## src/rtl/fifo_wr_arb_pkg.sv

```systemverilog
// Shared types and parameter bounds for the FIFO write-port arbiter.
// Also provides an index-width helper that never returns zero.
package fifo_wr_arb_pkg;

    typedef enum logic {
        ST_IDLE  = 1'b0,
        ST_BURST = 1'b1
    } arb_state_e;

    localparam int NUM_REQ_MIN   = 2;
    localparam int NUM_REQ_MAX   = 8;
    localparam int MAX_BURST_MIN = 1;
    localparam int MAX_BURST_MAX = 16;

    // $clog2 of 1 or 2 would give a zero- or one-bit field; keep at least one bit.
    function automatic int clog2_min1(input int value);
        return (value <= 2) ? 1 : $clog2(value);
    endfunction

endpackage

```

## src/rtl/fifo_wr_arb_rr_pick.sv

```systemverilog
// Combinational round-robin picker: returns the first requesting index after
// last_owner, scanning upward and wrapping to 0.
module rr_pick #(
    parameter int NUM_REQ = 4,
    parameter int IDX_W   = 2
) (
    input  logic [NUM_REQ-1:0] req,
    input  logic [IDX_W-1:0]   last_owner,
    output logic               found,
    output logic [IDX_W-1:0]   index
);

    logic [IDX_W:0]     cand [NUM_REQ];
    logic [NUM_REQ-1:0] hit;

    genvar gi;
    generate
        for (gi = 0; gi < NUM_REQ; gi++) begin : g_cand
            logic [IDX_W:0] sum;
            // Slot gi holds the candidate at distance gi+1 from the last owner.
            assign sum       = {1'b0, last_owner} + (IDX_W+1)'(gi + 1);
            assign cand[gi]  = (sum >= (IDX_W+1)'(NUM_REQ)) ? sum - (IDX_W+1)'(NUM_REQ) : sum;
            assign hit[gi]   = req[cand[gi][IDX_W-1:0]];
        end
    endgenerate

    always_comb begin
        found = 1'b0;
        index = '0;
        for (int k = NUM_REQ - 1; k >= 0; k--) begin
            if (hit[k]) begin
                found = 1'b1;
                index = cand[k][IDX_W-1:0];
            end
        end
    end

endmodule

```

## src/rtl/fifo_wr_arb.sv

```systemverilog
// Round-robin arbiter sharing the async FIFO write port between NUM_REQ
// producers; grants bounded bursts and stalls on the FIFO full flag.
module fifo_wr_arb
    import fifo_wr_arb_pkg::*;
#(
    parameter int NUM_REQ    = 4,
    parameter int DATA_WIDTH = 8,
    parameter int MAX_BURST  = 4
) (
    input  logic                          CLK,
    input  logic                          RST,
    input  logic [NUM_REQ-1:0]            req,
    input  logic [NUM_REQ*DATA_WIDTH-1:0] req_data,
    input  logic                          full,
    output logic                          winc,
    output logic [DATA_WIDTH-1:0]         wdata,
    output logic [NUM_REQ-1:0]            ack,
    output logic [NUM_REQ-1:0]            grant,
    output logic                          busy
);

    localparam int IDX_W = clog2_min1(NUM_REQ);
    localparam int CNT_W = clog2_min1(MAX_BURST);
    localparam logic [IDX_W-1:0] LAST_IDX  = IDX_W'(NUM_REQ - 1);
    localparam logic [CNT_W-1:0] LAST_BEAT = CNT_W'(MAX_BURST - 1);

    arb_state_e          state_q, state_d;
    logic [IDX_W-1:0]    owner_q, owner_d;
    logic [IDX_W-1:0]    last_owner_q, last_owner_d;
    logic [NUM_REQ-1:0]  grant_q, grant_d;
    logic [CNT_W-1:0]    beat_cnt_q, beat_cnt_d;

    logic                pick_found;
    logic [IDX_W-1:0]    pick_idx;
    logic                owner_req;
    logic                wr_fire;
    logic [DATA_WIDTH-1:0] data_slice [NUM_REQ];

    rr_pick #(
        .NUM_REQ (NUM_REQ),
        .IDX_W   (IDX_W)
    ) u_rr_pick (
        .req        (req),
        .last_owner (last_owner_q),
        .found      (pick_found),
        .index      (pick_idx)
    );

    genvar gi;
    generate
        for (gi = 0; gi < NUM_REQ; gi++) begin : g_port
            assign data_slice[gi] = req_data[gi*DATA_WIDTH +: DATA_WIDTH];
            assign ack[gi]        = winc & (owner_q == IDX_W'(gi));
        end
    endgenerate

    assign owner_req = req[owner_q];
    assign wr_fire   = (state_q == ST_BURST) & owner_req & ~full;
    // Suppress the write in a reset cycle so an interrupted burst adds nothing.
    assign winc      = wr_fire & ~RST;
    assign wdata     = data_slice[owner_q];
    assign grant     = grant_q;
    assign busy      = (state_q == ST_BURST);

    always_comb begin
        state_d      = state_q;
        owner_d      = owner_q;
        last_owner_d = last_owner_q;
        grant_d      = grant_q;
        beat_cnt_d   = beat_cnt_q;
        unique case (state_q)
            ST_IDLE: begin
                if (pick_found) begin
                    state_d      = ST_BURST;
                    owner_d      = pick_idx;
                    last_owner_d = pick_idx;
                    grant_d      = {{(NUM_REQ-1){1'b0}}, 1'b1} << pick_idx;
                    beat_cnt_d   = '0;
                end
            end
            ST_BURST: begin
                if (!owner_req) begin
                    state_d    = ST_IDLE;
                    grant_d    = '0;
                    beat_cnt_d = '0;
                end else if (wr_fire) begin
                    if (beat_cnt_q == LAST_BEAT) begin
                        state_d    = ST_IDLE;
                        grant_d    = '0;
                        beat_cnt_d = '0;
                    end else begin
                        beat_cnt_d = beat_cnt_q + 1'b1;
                    end
                end
            end
            default: begin
                state_d = ST_IDLE;
                grant_d = '0;
            end
        endcase
    end

    always_ff @(posedge CLK) begin
        if (RST) begin
            state_q      <= ST_IDLE;
            owner_q      <= '0;
            last_owner_q <= LAST_IDX;
            grant_q      <= '0;
            beat_cnt_q   <= '0;
        end else begin
            state_q      <= state_d;
            owner_q      <= owner_d;
            last_owner_q <= last_owner_d;
            grant_q      <= grant_d;
            beat_cnt_q   <= beat_cnt_d;
        end
    end

endmodule
```

## config.mk

```make
export PLATFORM = sky130hd
export DESIGN_NAME = fifo_wr_arb
export DESIGN_NICKNAME = d
export VERILOG_FILES = /design/src/rtl/fifo_wr_arb_pkg.sv /design/src/rtl/fifo_wr_arb_rr_pick.sv /design/src/rtl/fifo_wr_arb.sv
export SDC_FILE = /design/constraint.sdc
export NUM_CORES = 1
export LEC_CHECK = 0
export CAP_MARGIN = 20
export CORE_ASPECT_RATIO = 0.75
export CORE_MARGIN = 3
export CORE_UTILIZATION = 35
export DETAILED_ROUTE_END_ITERATION = 10
export HOLD_SLACK_MARGIN = 0.1
export PLACE_DENSITY = 0.83
export REMOVE_ABC_BUFFERS = 1
export SKIP_LAST_GASP = 1
export SLEW_MARGIN = 20
export SYNTH_ARGS = -nofsm -noshare
export SYNTH_HDL_FRONTEND = slang
export SYNTH_SLANG_ARGS = --single-unit
```

## constraint.sdc

```tcl
create_clock -name CLK -period 2.01 [get_ports CLK]
set_input_delay 0.402 -clock CLK [delete_from_list [all_inputs] [get_ports CLK]]
set_output_delay 0.402 -clock CLK [all_outputs]
set_load 0.01 [all_outputs]
```

* After elaboration in Yosys (flattened, before gate mapping)
Index checks and enable logic that the tools add are counted.
** Cells by class
- Shifts and indexed selects :: 1
- Reduce and logical (&&, ||, !) cells :: 4
- Order comparisons :: 10
- Mux-type cells :: 40
- Bitwise logic cells :: 11
- Add/subtract/negate cells :: 9
- Equal/unequal tests :: 7
** Operators by type and width (count)
- 2-bit two-way mux :: 12
- 8-bit binary-select mux with 2-bit select :: 1
- 4-bit two-way mux :: 4
- 8-bit two-way mux :: 2
- 3-bit >= comparator (second input constant) :: 5
- 2-bit by 3-bit < comparator with 1-bit output (second input constant) :: 5
- 1-bit two-way mux :: 13
- 1-bit binary-select mux with 2-bit select :: 5
- 4-bit case mux with 2 select lines :: 1
- 2-bit by 1-bit subtractor with 2-bit output (second input constant) :: 4
- 1-bit bitwise AND :: 7
- 2-bit by 2-bit adder with 3-bit output (second input constant) :: 2
- 2-bit equality test (second input constant) :: 3
- 3-bit by 2-bit inequality test with 1-bit output (second input constant) :: 2
- 2-bit case mux with 2 select lines :: 1
- 2-bit AND reduction :: 2
- 1-bit by 2-bit left shift with 4-bit output (first input constant) :: 1
- 2-bit by 1-bit adder with 3-bit output (second input constant) :: 1
- 2-bit by 3-bit adder with 3-bit output (second input constant) :: 1
- 1-bit NOT :: 3
- 2-bit NOT with 3-bit output :: 1
- 3-bit AND reduction :: 1
- 2-bit by 1-bit adder with 2-bit output (second input constant) :: 1
- 2-bit by 1-bit equality test with 1-bit output (second input constant) :: 1
- other kinds (3) :: 3
** Storage, ports and cells
- Output and inout bits :: 18
- Flip-flop bits (word level) :: 11
- Logic and storage cells :: 87
- Bits of input ports :: 39

* Longest topological paths before layout
- Word-level depth :: 12
- Depth in mapped cells :: 7
- Depth with buffers taken out :: 6

* Modules after synthesis
A second synthesis with hierarchy kept.
** Unflattened totals
- Cell total of the unflattened synthesis :: 90
- Area, all modules :: 847.1 um^2
** By module, submodules not included
- fifo_wr_arb :: cells each 76, sequential area each 220.2 um^2, times used 1, area an instance 755.7 um^2
- rr_pick :: cells each 14, sequential area each 0.0 um^2, times used 1, area an instance 91.3 um^2

* Worst setup path before layout
No wires, ideal clock.
- Kind :: flip-flop to output port
- From :: register owner_q[0]
- To :: output ack[3]
- Data required time :: 1.608 ns
- Path slack :: 0.186 ns
- Data arrival time :: 1.422 ns
- Cell stages (with the launch flop) :: 7
- Buffers on the path :: 1
- Cell sequence :: dfxtp_1 > buf_6 > mux4_2 > and2_4 > nand2_4 > inv_2 > and3_1
** Between the ends
- Longest elaborated chain between the ends :: 6
- Elaborated cells between the ends (all ways) :: 7
- Those cells by class :: eq/ne (1); mux (2); bitwise (4)
** Ends and longest elaborated chain
- start, declared :: line fifo_wr_arb.sv:28 : logic [IDX_W-1:0] owner_q, owner_d;
- start signal, assigned :: line fifo_wr_arb.sv:112 : owner_q <= owner_d;
- 1-bit binary-select mux with 2-bit select :: line fifo_wr_arb.sv:57 : assign owner_req = req[owner_q];
- 1-bit two-way mux (implied by the code) :: line fifo_wr_arb.sv:57
- 1-bit bitwise AND (2 in a row) :: line fifo_wr_arb.sv:58 : assign wr_fire = (state_q == ST_BURST) & owner_req & ~full;
- 1-bit bitwise AND :: line fifo_wr_arb.sv:60 : assign winc = wr_fire & ~RST;
- via winc :: line fifo_wr_arb.sv:15 : output logic winc,
- 1-bit bitwise AND :: line fifo_wr_arb.sv:53 : assign ack[gi] = winc & (owner_q == IDX_W'(gi));
- end, declared :: line fifo_wr_arb.sv:17 : output logic [NUM_REQ-1:0] ack,
The timed path passes the listed nets, and every way through them passes these cells. The select of a mux whose other input is x is not followed.

* Final worst setup path
- From :: register owner_q[0]
- To :: output ack[3]
** Between the ends
- Longest elaborated chain between the ends :: 6
- Elaborated cells between the ends (all ways) :: 7
- Those cells by class :: eq/ne (1); mux (2); bitwise (4)
** Ends and longest elaborated chain (line)
- 1-bit binary-select mux with 2-bit select :: fifo_wr_arb.sv:57
- 1-bit two-way mux (implied by the code) :: fifo_wr_arb.sv:57
- 1-bit bitwise AND (2 in a row) :: fifo_wr_arb.sv:58
- 1-bit bitwise AND :: fifo_wr_arb.sv:60
- 1-bit bitwise AND * :: fifo_wr_arb.sv:53
Every way passes the cells marked *; elsewhere a longest branch is shown, timed or not. The select of a mux whose other input is x is not followed.

==> flow_summary.json <==
{
  "final_cell_mix": "clkdlybuf4s50_1 (39), buf_4 (18), dfxtp_1 (10)",
  "grt_overflow": 0,
  "die_area_mm2": 0.00305,
  "final_common_cell": "clkdlybuf4s50_1",
  "yosys.area_share.xor_xnor": 0.0104,
  "dr.pass1.iters": 4,
  "htreeDepth": 1,
  "end_kind": "output port",
  "holdCritStartpoint": "grant[2]",
  "die_height_um": 48.6,
  "synth_top_family_by_area": "multiplexers",
  "peakVddDrop_uv": 536,
  "yosys_warnings": 0,
  "clk_path_buf_depth": 2,
  "cts_made_buffers": 3,
  "path_clk_slew_ns": 0.07,
  "synth_fa_ha_area_frac": 0.0148,
  "worstReg2RegStart": "owner_q[0]",
  "drv_cap": 0,
  "synth.mux.area_fraction": 0.265,
  "crit_required_ns": 1.61,
  "dp_cells": 182,
  "io-pin-count": 57,
  "hold_class": "flip-flop to flip-flop",
  "ant_nets": 0,
  "final_critical_path_setup_slack_ns": -0.111,
  "fin_worst_skew_ns": 0.00358,
  "synth_compound_area_frac": 0.160,
  "period_needed_ns": 2.12,
  "syn2layout_area_growth_pct": 81.5,
  "die-width_um": 62.8,
  "cts_tree": "done",
  "antenna_cells": 0,
  "drt_iter0_markers": 34,
  "final_nets": 201,
  "start_kind": "flip-flop",
  "start_util": 0.396,
  "synth_top_area_frac": 0.260,
  "vias": 964,
  "row_count": 14,
  "p_per_area_mw_per_mm2": 511,
  "routedWlPerCell_um": 16.6,
  "stdcell_count": 192,
  "cts_sinks": 11,
  "cts_root_buffer": "clkbuf_4",
  "synthTopCellsByArea": "dfxtp_1 (26%), mux4_2 (16%), mux4_1 (9.3%), o32ai_1 (4.1%), nor2_1 (4.0%)",
  "synth_area_leader_cell": "dfxtp_1",
  "path_max_fanout": 3,
  "gp_congestion": 0.830,
  "arrival_ns": 1.72,
  "fin_area_mm2": 0.00154,
  "crit_type": "flip-flop to output port",
  "max_slew_margin": 0.801,
  "grt_antenna_before_repair": 0,
  "seq_area_frac_synth": 0.260,
  "rsz0062_at_grt": "true",
  "hpwl_um": 2540,
  "multiInputGateArea_um2": 567,
  "synth_area_per_cell_um2": 9.95,
  "drive_gt1_frac": 0.350,
  "grt_max_degree": 14,
  "slew_violations": 0,
  "wirelength_um": 3190,
  "critPathLaunch": "owner_q[0]",
  "io_buffer_count": 56,
  "hold_violations": 0,
  "fillers": 167,
  "p_leak_nw": 0.650,
  "outcome": "complete, but fails checks",
  "final.period_utilization": 1.06,
  "synthSimpleGateAreaFrac": 0.222,
  "syn_area_um2": 846,
  "grt_pass1_vias": 998,
  "max_freq_mhz": 471,
  "grt_pass1_wl_um": 5040,
  "ys_types": 37,
  "synth-seq-cells": 11,
  "clock_latency_ns": 0.27,
  "viasPerCell": 5.02,
  "syn_inst": 85,
  "core-area_mm2": 0.00214,
  "register_area_um2": 224,
  "setup_violations": 3,
  "drc": 0,
  "place_area_mm2": 0.00152,
  "worstMarginPinSlew_ns": 0.296,
  "violations": "setup timing",
  "grt_usage": 0.214
}
[metrics by stage]
| step | setup TNS [ns] | total power [mW] | utilization | hold WS (ns) | setup slack, ns |
|---|---|---|---|---|---|
| after floorplan | -0.166 | 0.425 | - | 0.447 | -0.125 |
| after global placement | -4.00 | 0.628 | 0.711 | 0.443 | -0.616 |
| after detailed placement | -4.37 | 0.638 | 0.711 | 0.448 | -0.637 |
| after CTS | -0.341 | 0.793 | 0.730 | 0.464 | -0.121 |
| after global routing | -0.499 | 0.838 | 0.718 | 0.491 | -0.171 |
| final | -0.234 | 0.784 | 0.718 | 0.457 | -0.111 |
[layout make-up]
type / count / area share
timing repair buffer: 75 / 0.419
multi-input combinational: 61 / 0.369
sequential: 11 / 0.146
tap: 32 / 0.0261
inverter: 9 / 0.0220
clock buffer: 3 / 0.0147
clock inverter: 1 / 0.00326
[logic make-up (layout without fill, tap and decap cells)]
kind of cell / Yosys count / in the layout
DFF: 11 / 11
xor gates and xnor gates: 1 / 1
buffers and inverters: 13 / 88
muxes: 10 / 10
and+or+nand+nor: 32 / 32
AOI/OAI and AO/OA: 17 / 17
adders and majority gates: 1 / 1
[power by group]
part,internal [mW],switching [mW]
clock,0.0738,0.0790
combinational,0.226,0.149
sequential,0.239,0.0175
[cell usage after synthesis]
library cell  count
and2_1            2
dfxtp_1          11
nand3b_1          2
a31oi_1           1
xnor2_1           1
a211oi_1          1
and3_4            1
nor4_2            1
o21bai_4          1
a211o_1           1
mux4_1            3
nor3_1            2
a22oi_2           1
inv_1             8
o21bai_1          1
o32ai_1           4
a21oi_1           4
mux2i_1           1
nand2_4           1
o21ai_1           1
mux4_2            6
or2_2             1
buf_2             1
nand2_1           4
nor2_1            9
o22ai_1           1
inv_2             1
and3_1            1
nor2b_1           1
buf_6             1
and2_4            1
or2_1             1
clkbuf_1          2
nand2b_1          4
ha_1              1
nor3b_1           1
a21o_1            1
[timing repair]
action / 4_1_cts / 5_1_grt
pin swaps: 1 / 2
cloned: 1 / 0
setup endpoints to repair: 13 / 12
buffers inserted: 3 / 2
hold buffers: 0 / 0
resized for setup: 42 / 21
[worst paths after layout]
| path | endpoint | slack, ns | cells after the start |
|---|---|---|---|
| min reg2reg | grant[2] | 0.46 | 2 |
| min | grant[2] | 0.46 | 2 |
| max | ack[3] | -0.11 | 6 |
| max reg2reg | grant[2] | 0.39 | 5 |
[flip-flops by register name, summed over array words and instances, names as in the netlist]
register      cells
busy              1
owner_q           2
grant             4
beat_cnt_q        2
last_owner_q      2
[worst max-delay path, stage by stage (launching register included)]
cell,delay (ns)
dfxtp_4,0.36
mux4_2,0.51
and2_4,0.19
nand2_4,0.06
inv_2,0.05
and3_4,0.16
buf_6,0.11
[per-layer routing]
layer / track usage / share of wire / vias up
li1: - / - / 464
met1: 0.234 / 0.39 / 467
met2: 0.414 / 0.55 / 27
met3: 0.0463 / 0.045 / 6
met4: 0.0586 / 0.017 / 0
met5: 0 / 0 / -
Power figures use the tool's default switching activity.
